[src/rtl/nw_linear_score_engine_if.sv]
// Direction-code stream from the NW score engine to a direction store / traceback unit.
// One beat per interior cell, valid/ready handshake, strictly row-major.
interface nw_linear_score_engine_if #(
    parameter int unsigned BitAddr = 8
) ();
    logic               dir_valid;
    logic               dir_ready;
    logic [BitAddr-1:0] dir_i;
    logic [BitAddr-1:0] dir_j;
    logic [2:0]         dir_code;

    modport master (output dir_valid, output dir_i, output dir_j, output dir_code, input dir_ready);
    modport slave  (input dir_valid, input dir_i, input dir_j, input dir_code, output dir_ready);
endinterface

[src/rtl/nw_linear_score_engine.sv]
// Linear-space Needleman-Wunsch score engine: one row buffer, run-time scores and lengths,
// streams a direction code per interior cell and reports H(len_a,len_b) on completion.
module nw_linear_score_engine #(
    parameter int unsigned N       = 128,
    parameter int unsigned BitAddr = $clog2(N + 1),
    parameter int unsigned SW      = 12,
    parameter int unsigned SYM_W   = 3
) (
    input  logic                        clk,
    input  logic                        rst,
    input  logic                        start,
    input  logic [BitAddr-1:0]          len_a,
    input  logic [BitAddr-1:0]          len_b,
    input  logic [3:0]                  match_sc,
    input  logic [3:0]                  mismatch_sc,
    input  logic [3:0]                  gap_sc,
    output logic [BitAddr-1:0]          addr_a,
    input  logic [SYM_W-1:0]            dout_a,
    output logic [BitAddr-1:0]          addr_b,
    input  logic [SYM_W-1:0]            dout_b,
    nw_linear_score_engine_if.master    dir,
    output logic                        busy,
    output logic                        done,
    output logic                        err,
    output logic signed [SW-1:0]        final_score
);

    localparam int unsigned        BIdxW  = (N > 1) ? $clog2(N) : 1;
    localparam logic [BitAddr-1:0] LenMax = BitAddr'(N);

    localparam logic [2:0] S_IDLE    = 3'd0;
    localparam logic [2:0] S_LOAD_B  = 3'd1;
    localparam logic [2:0] S_FETCH_A = 3'd2;
    localparam logic [2:0] S_ROW     = 3'd3;
    localparam logic [2:0] S_DRAIN   = 3'd4;
    localparam logic [2:0] S_FINISH  = 3'd5;

    logic [2:0]                state, state_d;
    logic [BitAddr-1:0]        len_a_r, len_b_r, i_r, k_r;
    logic signed [SW-1:0]      match_r, mismatch_r, gap_r;
    logic signed [SW-1:0]      diag_r, left_r, acc_r;
    logic [SYM_W-1:0]          a_sym_r;
    logic                      phase_r, err_flag_r;

    logic [SYM_W-1:0]          b_buf [N];
    logic signed [SW-1:0]      r_buf [N+1];

    logic signed [SW-1:0]      match_ext_c, mismatch_ext_c, gap_ext_c;
    logic signed [SW-1:0]      len_sum_c, zero_score_c, acc_gap_c;
    logic signed [SW-1:0]      sub_c, d_c, u_c, l_c, max_c;
    logic [2:0]                code_c;
    logic [BitAddr-1:0]        jm1_c, k_nx_c;
    logic [SYM_W-1:0]          b_sym_c;
    logic                      len_err_c, len_zero_c, cell_en_c, row_last_c;

    // Job-start decode: sign-extended scores, length checks, empty-matrix score
    assign match_ext_c    = {{(SW-4){match_sc[3]}}, match_sc};
    assign mismatch_ext_c = {{(SW-4){mismatch_sc[3]}}, mismatch_sc};
    assign gap_ext_c      = {{(SW-4){gap_sc[3]}}, gap_sc};
    assign len_err_c      = (len_a > LenMax) || (len_b > LenMax);
    assign len_zero_c     = (len_a == '0) || (len_b == '0);
    assign len_sum_c      = SW'(len_a) + SW'(len_b);
    assign zero_score_c   = len_sum_c * gap_ext_c;

    assign acc_gap_c  = acc_r + gap_r;
    assign k_nx_c     = k_r + BitAddr'(1);
    assign jm1_c      = k_r - BitAddr'(1);
    assign b_sym_c    = b_buf[jm1_c[BIdxW-1:0]];
    assign row_last_c = (k_r == len_b_r);
    assign cell_en_c  = (state == S_ROW) && (!dir.dir_valid || dir.dir_ready);

    // Cell recurrence; ties resolve diag > up > left
    always_comb begin
        sub_c  = (a_sym_r == b_sym_c) ? match_r : mismatch_r;
        d_c    = diag_r + sub_c;
        u_c    = r_buf[k_r] + gap_r;
        l_c    = left_r + gap_r;
        max_c  = l_c;
        code_c = 3'b100;
        if (d_c >= u_c && d_c >= l_c) begin
            max_c  = d_c;
            code_c = 3'b001;
        end else if (u_c >= l_c) begin
            max_c  = u_c;
            code_c = 3'b010;
        end
    end

    always_ff @(posedge clk or negedge rst) begin
        if (!rst) state <= S_IDLE;
        else      state <= state_d;
    end

    always_comb begin
        state_d = state;
        case (state)
            S_IDLE: begin
                if (start) begin
                    if (len_err_c || len_zero_c) state_d = S_FINISH;
                    else                         state_d = S_LOAD_B;
                end
            end
            S_LOAD_B:  if (row_last_c) state_d = S_FETCH_A;
            S_FETCH_A: if (phase_r)    state_d = S_ROW;
            S_ROW: begin
                if (cell_en_c && row_last_c)
                    state_d = (i_r == len_a_r) ? S_DRAIN : S_FETCH_A;
            end
            S_DRAIN:   if (!dir.dir_valid || dir.dir_ready) state_d = S_FINISH;
            S_FINISH:  state_d = S_IDLE;
            default:   state_d = S_IDLE;
        endcase
    end

    // Buffers carry no reset: every entry read in a job is written earlier in that job
    always_ff @(posedge clk) begin
        if (state == S_LOAD_B) begin
            r_buf[k_r] <= acc_r;
            if (k_r != '0) b_buf[jm1_c[BIdxW-1:0]] <= dout_b;
        end else if (state == S_FETCH_A && phase_r) begin
            r_buf[0] <= acc_gap_c;
        end else if (cell_en_c) begin
            r_buf[k_r] <= max_c;
        end
    end

    always_ff @(posedge clk or negedge rst) begin
        if (!rst) begin
            len_a_r      <= '0;
            len_b_r      <= '0;
            i_r          <= '0;
            k_r          <= '0;
            match_r      <= '0;
            mismatch_r   <= '0;
            gap_r        <= '0;
            diag_r       <= '0;
            left_r       <= '0;
            acc_r        <= '0;
            a_sym_r      <= '0;
            phase_r      <= 1'b0;
            err_flag_r   <= 1'b0;
            addr_a       <= '0;
            addr_b       <= '0;
            busy         <= 1'b0;
            done         <= 1'b0;
            err          <= 1'b0;
            final_score  <= '0;
            dir.dir_valid <= 1'b0;
            dir.dir_i     <= '0;
            dir.dir_j     <= '0;
            dir.dir_code  <= '0;
        end else begin
            done <= 1'b0;
            if (dir.dir_valid && dir.dir_ready) dir.dir_valid <= 1'b0;
            case (state)
                S_IDLE: begin
                    if (start) begin
                        len_a_r     <= len_a;
                        len_b_r     <= len_b;
                        match_r     <= match_ext_c;
                        mismatch_r  <= mismatch_ext_c;
                        gap_r       <= gap_ext_c;
                        busy        <= 1'b1;
                        err         <= 1'b0;
                        err_flag_r  <= len_err_c;
                        final_score <= (!len_err_c && len_zero_c) ? zero_score_c : '0;
                        k_r         <= '0;
                        i_r         <= BitAddr'(1);
                        acc_r       <= '0;
                        addr_a      <= '0;
                        addr_b      <= '0;
                    end
                end
                S_LOAD_B: begin
                    // acc_r walks j*gap for the top row, then restarts as the column-0 value
                    if (row_last_c) begin
                        k_r     <= '0;
                        acc_r   <= '0;
                        addr_a  <= '0;
                        addr_b  <= '0;
                        phase_r <= 1'b0;
                    end else begin
                        k_r    <= k_nx_c;
                        acc_r  <= acc_gap_c;
                        addr_b <= (k_nx_c < len_b_r) ? k_nx_c : '0;
                    end
                end
                S_FETCH_A: begin
                    phase_r <= ~phase_r;
                    if (phase_r) begin
                        a_sym_r <= dout_a;
                        acc_r   <= acc_gap_c;
                        left_r  <= acc_gap_c;
                        diag_r  <= r_buf[0];
                        k_r     <= BitAddr'(1);
                    end
                end
                S_ROW: begin
                    if (cell_en_c) begin
                        diag_r        <= r_buf[k_r];
                        left_r        <= max_c;
                        dir.dir_i     <= i_r;
                        dir.dir_j     <= k_r;
                        dir.dir_code  <= code_c;
                        dir.dir_valid <= 1'b1;
                        if (!row_last_c) begin
                            k_r <= k_nx_c;
                        end else if (i_r != len_a_r) begin
                            addr_a  <= i_r;
                            i_r     <= i_r + BitAddr'(1);
                            phase_r <= 1'b0;
                        end
                    end
                end
                S_DRAIN: begin
                    if (!dir.dir_valid || dir.dir_ready) final_score <= r_buf[len_b_r];
                end
                S_FINISH: begin
                    done   <= 1'b1;
                    busy   <= 1'b0;
                    err    <= err_flag_r;
                    addr_a <= '0;
                    addr_b <= '0;
                end
                default: ;
            endcase
        end
    end

endmodule
[src/flat_wrapper.sv]
// flat-port wrapper written by rule: the top's interface ports become plain ports
module nw_linear_score_engine_flat 
#(
    parameter int unsigned N       = 128,
    parameter int unsigned BitAddr = $clog2(N + 1),
    parameter int unsigned SW      = 12,
    parameter int unsigned SYM_W   = 3
)
  (clk, rst, start, len_a, len_b, match_sc, mismatch_sc, gap_sc, addr_a, dout_a, addr_b, dout_b, busy, done, err, final_score, dir_dir_valid, dir_dir_i, dir_dir_j, dir_dir_code, dir_dir_ready);
  nw_linear_score_engine_if #(.BitAddr(BitAddr)) dir_i ();
  input  logic clk;
  input  logic rst;
  input  logic start;
  input  logic [BitAddr-1:0] len_a;
  input  logic [BitAddr-1:0] len_b;
  input  logic [3:0] match_sc;
  input  logic [3:0] mismatch_sc;
  input  logic [3:0] gap_sc;
  output logic [BitAddr-1:0] addr_a;
  input  logic [SYM_W-1:0] dout_a;
  output logic [BitAddr-1:0] addr_b;
  input  logic [SYM_W-1:0] dout_b;
  output logic busy;
  output logic done;
  output logic err;
  output logic signed [SW-1:0] final_score;
  output wire logic [$bits(dir_i.dir_valid)-1:0] dir_dir_valid;
  output wire logic [$bits(dir_i.dir_i)-1:0] dir_dir_i;
  output wire logic [$bits(dir_i.dir_j)-1:0] dir_dir_j;
  output wire logic [$bits(dir_i.dir_code)-1:0] dir_dir_code;
  input wire logic [$bits(dir_i.dir_ready)-1:0] dir_dir_ready;
  assign dir_dir_valid = dir_i.dir_valid;
  assign dir_dir_i = dir_i.dir_i;
  assign dir_dir_j = dir_i.dir_j;
  assign dir_dir_code = dir_i.dir_code;
  assign dir_i.dir_ready = dir_dir_ready;
  nw_linear_score_engine #(.N(N), .BitAddr(BitAddr), .SW(SW), .SYM_W(SYM_W)) u_core (.clk(clk), .rst(rst), .start(start), .len_a(len_a), .len_b(len_b), .match_sc(match_sc), .mismatch_sc(mismatch_sc), .gap_sc(gap_sc), .addr_a(addr_a), .dout_a(dout_a), .addr_b(addr_b), .dout_b(dout_b), .dir(dir_i), .busy(busy), .done(done), .err(err), .final_score(final_score));
endmodule
[config.mk]
export PLATFORM = sky130hd
export DESIGN_NAME = nw_linear_score_engine_flat
export DESIGN_NICKNAME = d
export VERILOG_FILES = /design/src/rtl/nw_linear_score_engine_if.sv /design/src/rtl/nw_linear_score_engine.sv /design/src/flat_wrapper.sv
export SDC_FILE = /design/constraint.sdc
export NUM_CORES = 2
export LEC_CHECK = 0
export BUFFER_PORTS_ARGS = -buffer_cell sky130_fd_sc_hd__buf_4
export CAP_MARGIN = 20
export CORE_MARGIN = 2
export CORE_UTILIZATION = 31
export CTS_CLUSTER_SIZE = 25
export DETAILED_ROUTE_END_ITERATION = 7
export SETUP_SLACK_MARGIN = 0.4
export SLEW_MARGIN = 20
export SYNTH_ARGS = -nofsm -noshare
export SYNTH_HDL_FRONTEND = slang
export SYNTH_SLANG_ARGS = --single-unit
[constraint.sdc]
create_clock -name clk -period 13.6 [get_ports clk]
set_input_delay 2.72 -clock clk [delete_from_list [all_inputs] [get_ports clk]]
set_output_delay 2.72 -clock clk [all_outputs]
set_load 0.01 [all_outputs]
==> flow_summary.json <==
{
  "synth_compound_area_frac": 0.0318,
  "cts-htree-levels": 4,
  "required_ns": 14.15,
  "power_density_nw_per_um2": 115,
  "fmax_mhz": 84.6,
  "vias_per_cell": 5.69,
  "yosys.area.top_type": "edfxtp_1",
  "wl_mm": 290,
  "synth_cell_types": 84,
  "dieArea_um2": 322000,
  "drtAntennaViolNets": 0,
  "place_hpwl_mm": 177,
  "hold_class": "reg -> reg",
  "grtUsageMet2": 0.285,
  "synthSimpleGateAreaFrac": 0.0430,
  "stdcell_count": 9862,
  "ir_drop_mv": 0.109,
  "ys_warn_count": 0,
  "core_area_um2": 315000,
  "numCtsBuffers": 214,
  "path_clk_slew_ns": 0.07,
  "grt_util_met1": 0.237,
  "maxCapViolations": 0,
  "syn_nets": 5564,
  "post_synth.cell_area_avg_um2": 18.3,
  "num-fill-cells": 29100,
  "grt_pass1_wl_mm": 417,
  "synth_top_area_frac": 0.590,
  "post_cts_resized": 0,
  "rows": 206,
  "async_reset_ff_frac": 0.0671,
  "clockBufferDepth": 4,
  "netlist_area_um2": 98300,
  "clk_latency_ns": 0.90,
  "cp_data_arrival_time_ns": 12.37,
  "grt_overflow": 0,
  "fin_crit_ns": 11.83,
  "p_leak_nw": 31.9,
  "dieWidth_um": 567,
  "antenna_found_initial": 8,
  "final_cell_area_um2": 111000,
  "multi_input_area_um2": 35100,
  "hold_viol": 0,
  "drt_drc_violations_left": 0,
  "portBuffers": 88,
  "status": "finished, final reports clean",
  "synthCells": 5384,
  "crit_path_top_delay_cell": "dfrtp_4",
  "vias": 56100,
  "postCtsSetupRepairBufs": 0,
  "timing.setup.tns_ns": 0,
  "synth_xor_xnor_area_share": 0.00838,
  "place.gp.congestion": 0.882,
  "relSlewSlack": 0.209,
  "post_drt_wl_per_cell_um": 29.4,
  "top_usage_layer": "met2",
  "crit_path_end_kind": "register",
  "hold_ws_ns": 0.483,
  "period_share": 0.869,
  "grt_pass1_vias": 56700,
  "finalClockSkew_ns": 0.0522,
  "drive_gt1_frac": 0.307,
  "grt_max_degree": 130,
  "cpPeakStageDelay_ns": 0.99,
  "ctsRootBufferMaster": "clkbuf_16",
  "area_delta_synth_final_pct": 13.1,
  "first_iter_violations": 6414,
  "start_util": 0.312,
  "critPathLaunchType": "register",
  "crit_fanout": 80,
  "synthMuxAreaShare": 0.252,
  "r2r_cells": 35,
  "min_path_cells": 2,
  "cts_tree": "built",
  "gr-usage-met3": 0.0372,
  "rsz0062_at_grt": "no",
  "finalSetupViolCount": 0,
  "ys_ff_latch": 2071,
  "ios": 89,
  "maxSlewViolCount": 0,
  "synthTopCellsByArea": "edfxtp_1 59%, mux4_2 24%, dfrtp_1 3.5%, ha_1 1.6%, nor2_1 1.4%",
  "clkSinkCount": 2071,
  "synth-edff-count": 1932,
  "placed_cell_area_um2": 105000,
  "cts_hold_buf": 0,
  "dp_cells": 9474,
  "synth-adder-area-share": 0.0197,
  "layout.nets": 5711,
  "synthFlopType": "edfxtp_1",
  "total_power_w": 0.0128,
  "tightest_slew_ns": 1.18,
  "grt_usage": 0.177,
  "critPathKind": "reg -> reg",
  "register_area_um2": 61500,
  "die_y_um": 567,
  "ys_seq_area_frac": 0.626,
  "first_pass_iters": 6,
  "synth_top_family_by_area": "multiplexers"
}
-- path summary, 6_finish.rpt --
| path | endpoint | slack [ns] | start |
|---|---|---|---|
| hold / removal | u_core.final_score[0] | 0.48 | u_core.final_score[0] |
| setup reg to reg | u_core.r_buf[47][3] | 1.77 | u_core.k_r[1] |
| min in group asynchronous | u_core.done | 1.86 | rst |
| hold reg to reg | u_core.final_score[0] | 0.48 | u_core.final_score[0] |
| max in group asynchronous | u_core.len_b_r[0] | 10.23 | rst |
| setup / recovery | u_core.r_buf[47][3] | 1.77 | u_core.k_r[1] |
-- report_power, final --
| group | leakage [nW] | total (W) | switching [W] | internal, W |
|---|---|---|---|---|
| clock | 3.23 | 0.00571 | 0.00250 | 0.00321 |
| combinational | 11.6 | 0.000197 | 0.000116 | 0.0000810 |
| sequential | 17.0 | 0.00688 | 0.000000174 | 0.00688 |
-- Yosys cell counts, types with 21 or more instances --
cell / count
mux2i_1: 81
nand2b_1: 28
nor2_1: 373
nor3_1: 66
ha_1: 122
nor2b_1: 27
buf_1: 67
nand2_1: 339
buf_2: 71
clkbuf_1: 212
nand3_1: 37
dfrtp_1: 139
a21o_1: 21
inv_1: 91
mux4_2: 1042
mux2_2: 39
xor2_1: 37
xnor2_1: 52
edfxtp_1: 1932
a21oi_1: 101
o21ai_0: 131
-- registers in the layout, summed over array words and instances, names as in the netlist, 12 cells and up --
name	count
u_core.r_buf	1548
u_core.final_score	12
u_core.b_buf	384
u_core.left_r	12
u_core.acc_r	12
u_core.diag_r	12
-- layout by cell type, fill, tap and decap left out, types with 12 or more instances in the layout --
| master | n |
|---|---|
| clkbuf_16 | 217 |
| nor3_1 | 63 |
| bufinv_16 | 15 |
| edfxtp_1 | 1932 |
| a22o_1 | 12 |
| o211ai_1 | 17 |
| xnor2_1 | 51 |
| buf_4 | 287 |
| nand2_1 | 337 |
| a31oi_1 | 15 |
| or3_1 | 17 |
| a21o_1 | 21 |
| fa_1 | 20 |
| ha_1 | 121 |
| dfrtp_1 | 128 |
| and2_1 | 15 |
| nand2b_1 | 28 |
| clkinv_2 | 39 |
| o21bai_1 | 19 |
| a22oi_1 | 16 |
| nor2b_1 | 27 |
| nor2_2 | 20 |
| nor2_1 | 352 |
| o22ai_1 | 16 |
| mux2i_1 | 81 |
| a21oi_1 | 96 |
| a211oi_1 | 19 |
| inv_1 | 91 |
| mux2_2 | 39 |
| mux4_2 | 1042 |
| o21a_1 | 18 |
| o21ai_0 | 127 |
| clkinv_1 | 39 |
| clkbuf_1 | 57 |
| nand3_1 | 37 |
| xor2_1 | 37 |
| nand4_1 | 19 |
-- critical path, delay by kind of cell, from the launching register on --
kind / cells / cell delay [ns]
compound gates: 11 / 2.11
mux: 3 / 0.85
flops: 1 / 0.99
fa+ha+maj: 4 / 1.73
simple gates: 8 / 2.66
buf+inv: 9 / 2.97
-- cell families after synthesis --
logic type / after synthesis
AO/OA/AOI/OAI: 480
XOR/XNOR: 91
adder cells (fa/ha/maj): 143
buffers and inverters: 466
flip-flops: 2071
multiplexers: 1163
AND/OR/NAND/NOR: 970
-- per-layer routing --
layer  vias up  part of all wire
met2      2831              0.48
met4         4             0.038
met3       502             0.092
met1     30100              0.39
li1      22600                 -
met5         -          0.000090
-- through the flow --
step | setup WS [ns] | util
floorplan | 1.14 | -
global placement | 2.34 | 0.332
detailed placement | 2.00 | 0.332
CTS | 1.90 | 0.353
global route | 1.07 | 0.353
finish | 1.77 | 0.353
-- layout make-up --
cell class | count | share of cell area
clock buffers | 274 | 0.0508
diodes | 6 | 0.000135
repair buffers | 300 | 0.0215
well taps | 4160 | 0.0468
inverters | 97 | 0.00334
flip-flops and latches | 2071 | 0.553
multi-input cells | 2847 | 0.316
clock inverters | 107 | 0.00848
Note: power is estimated with default switching activity, not from simulation.
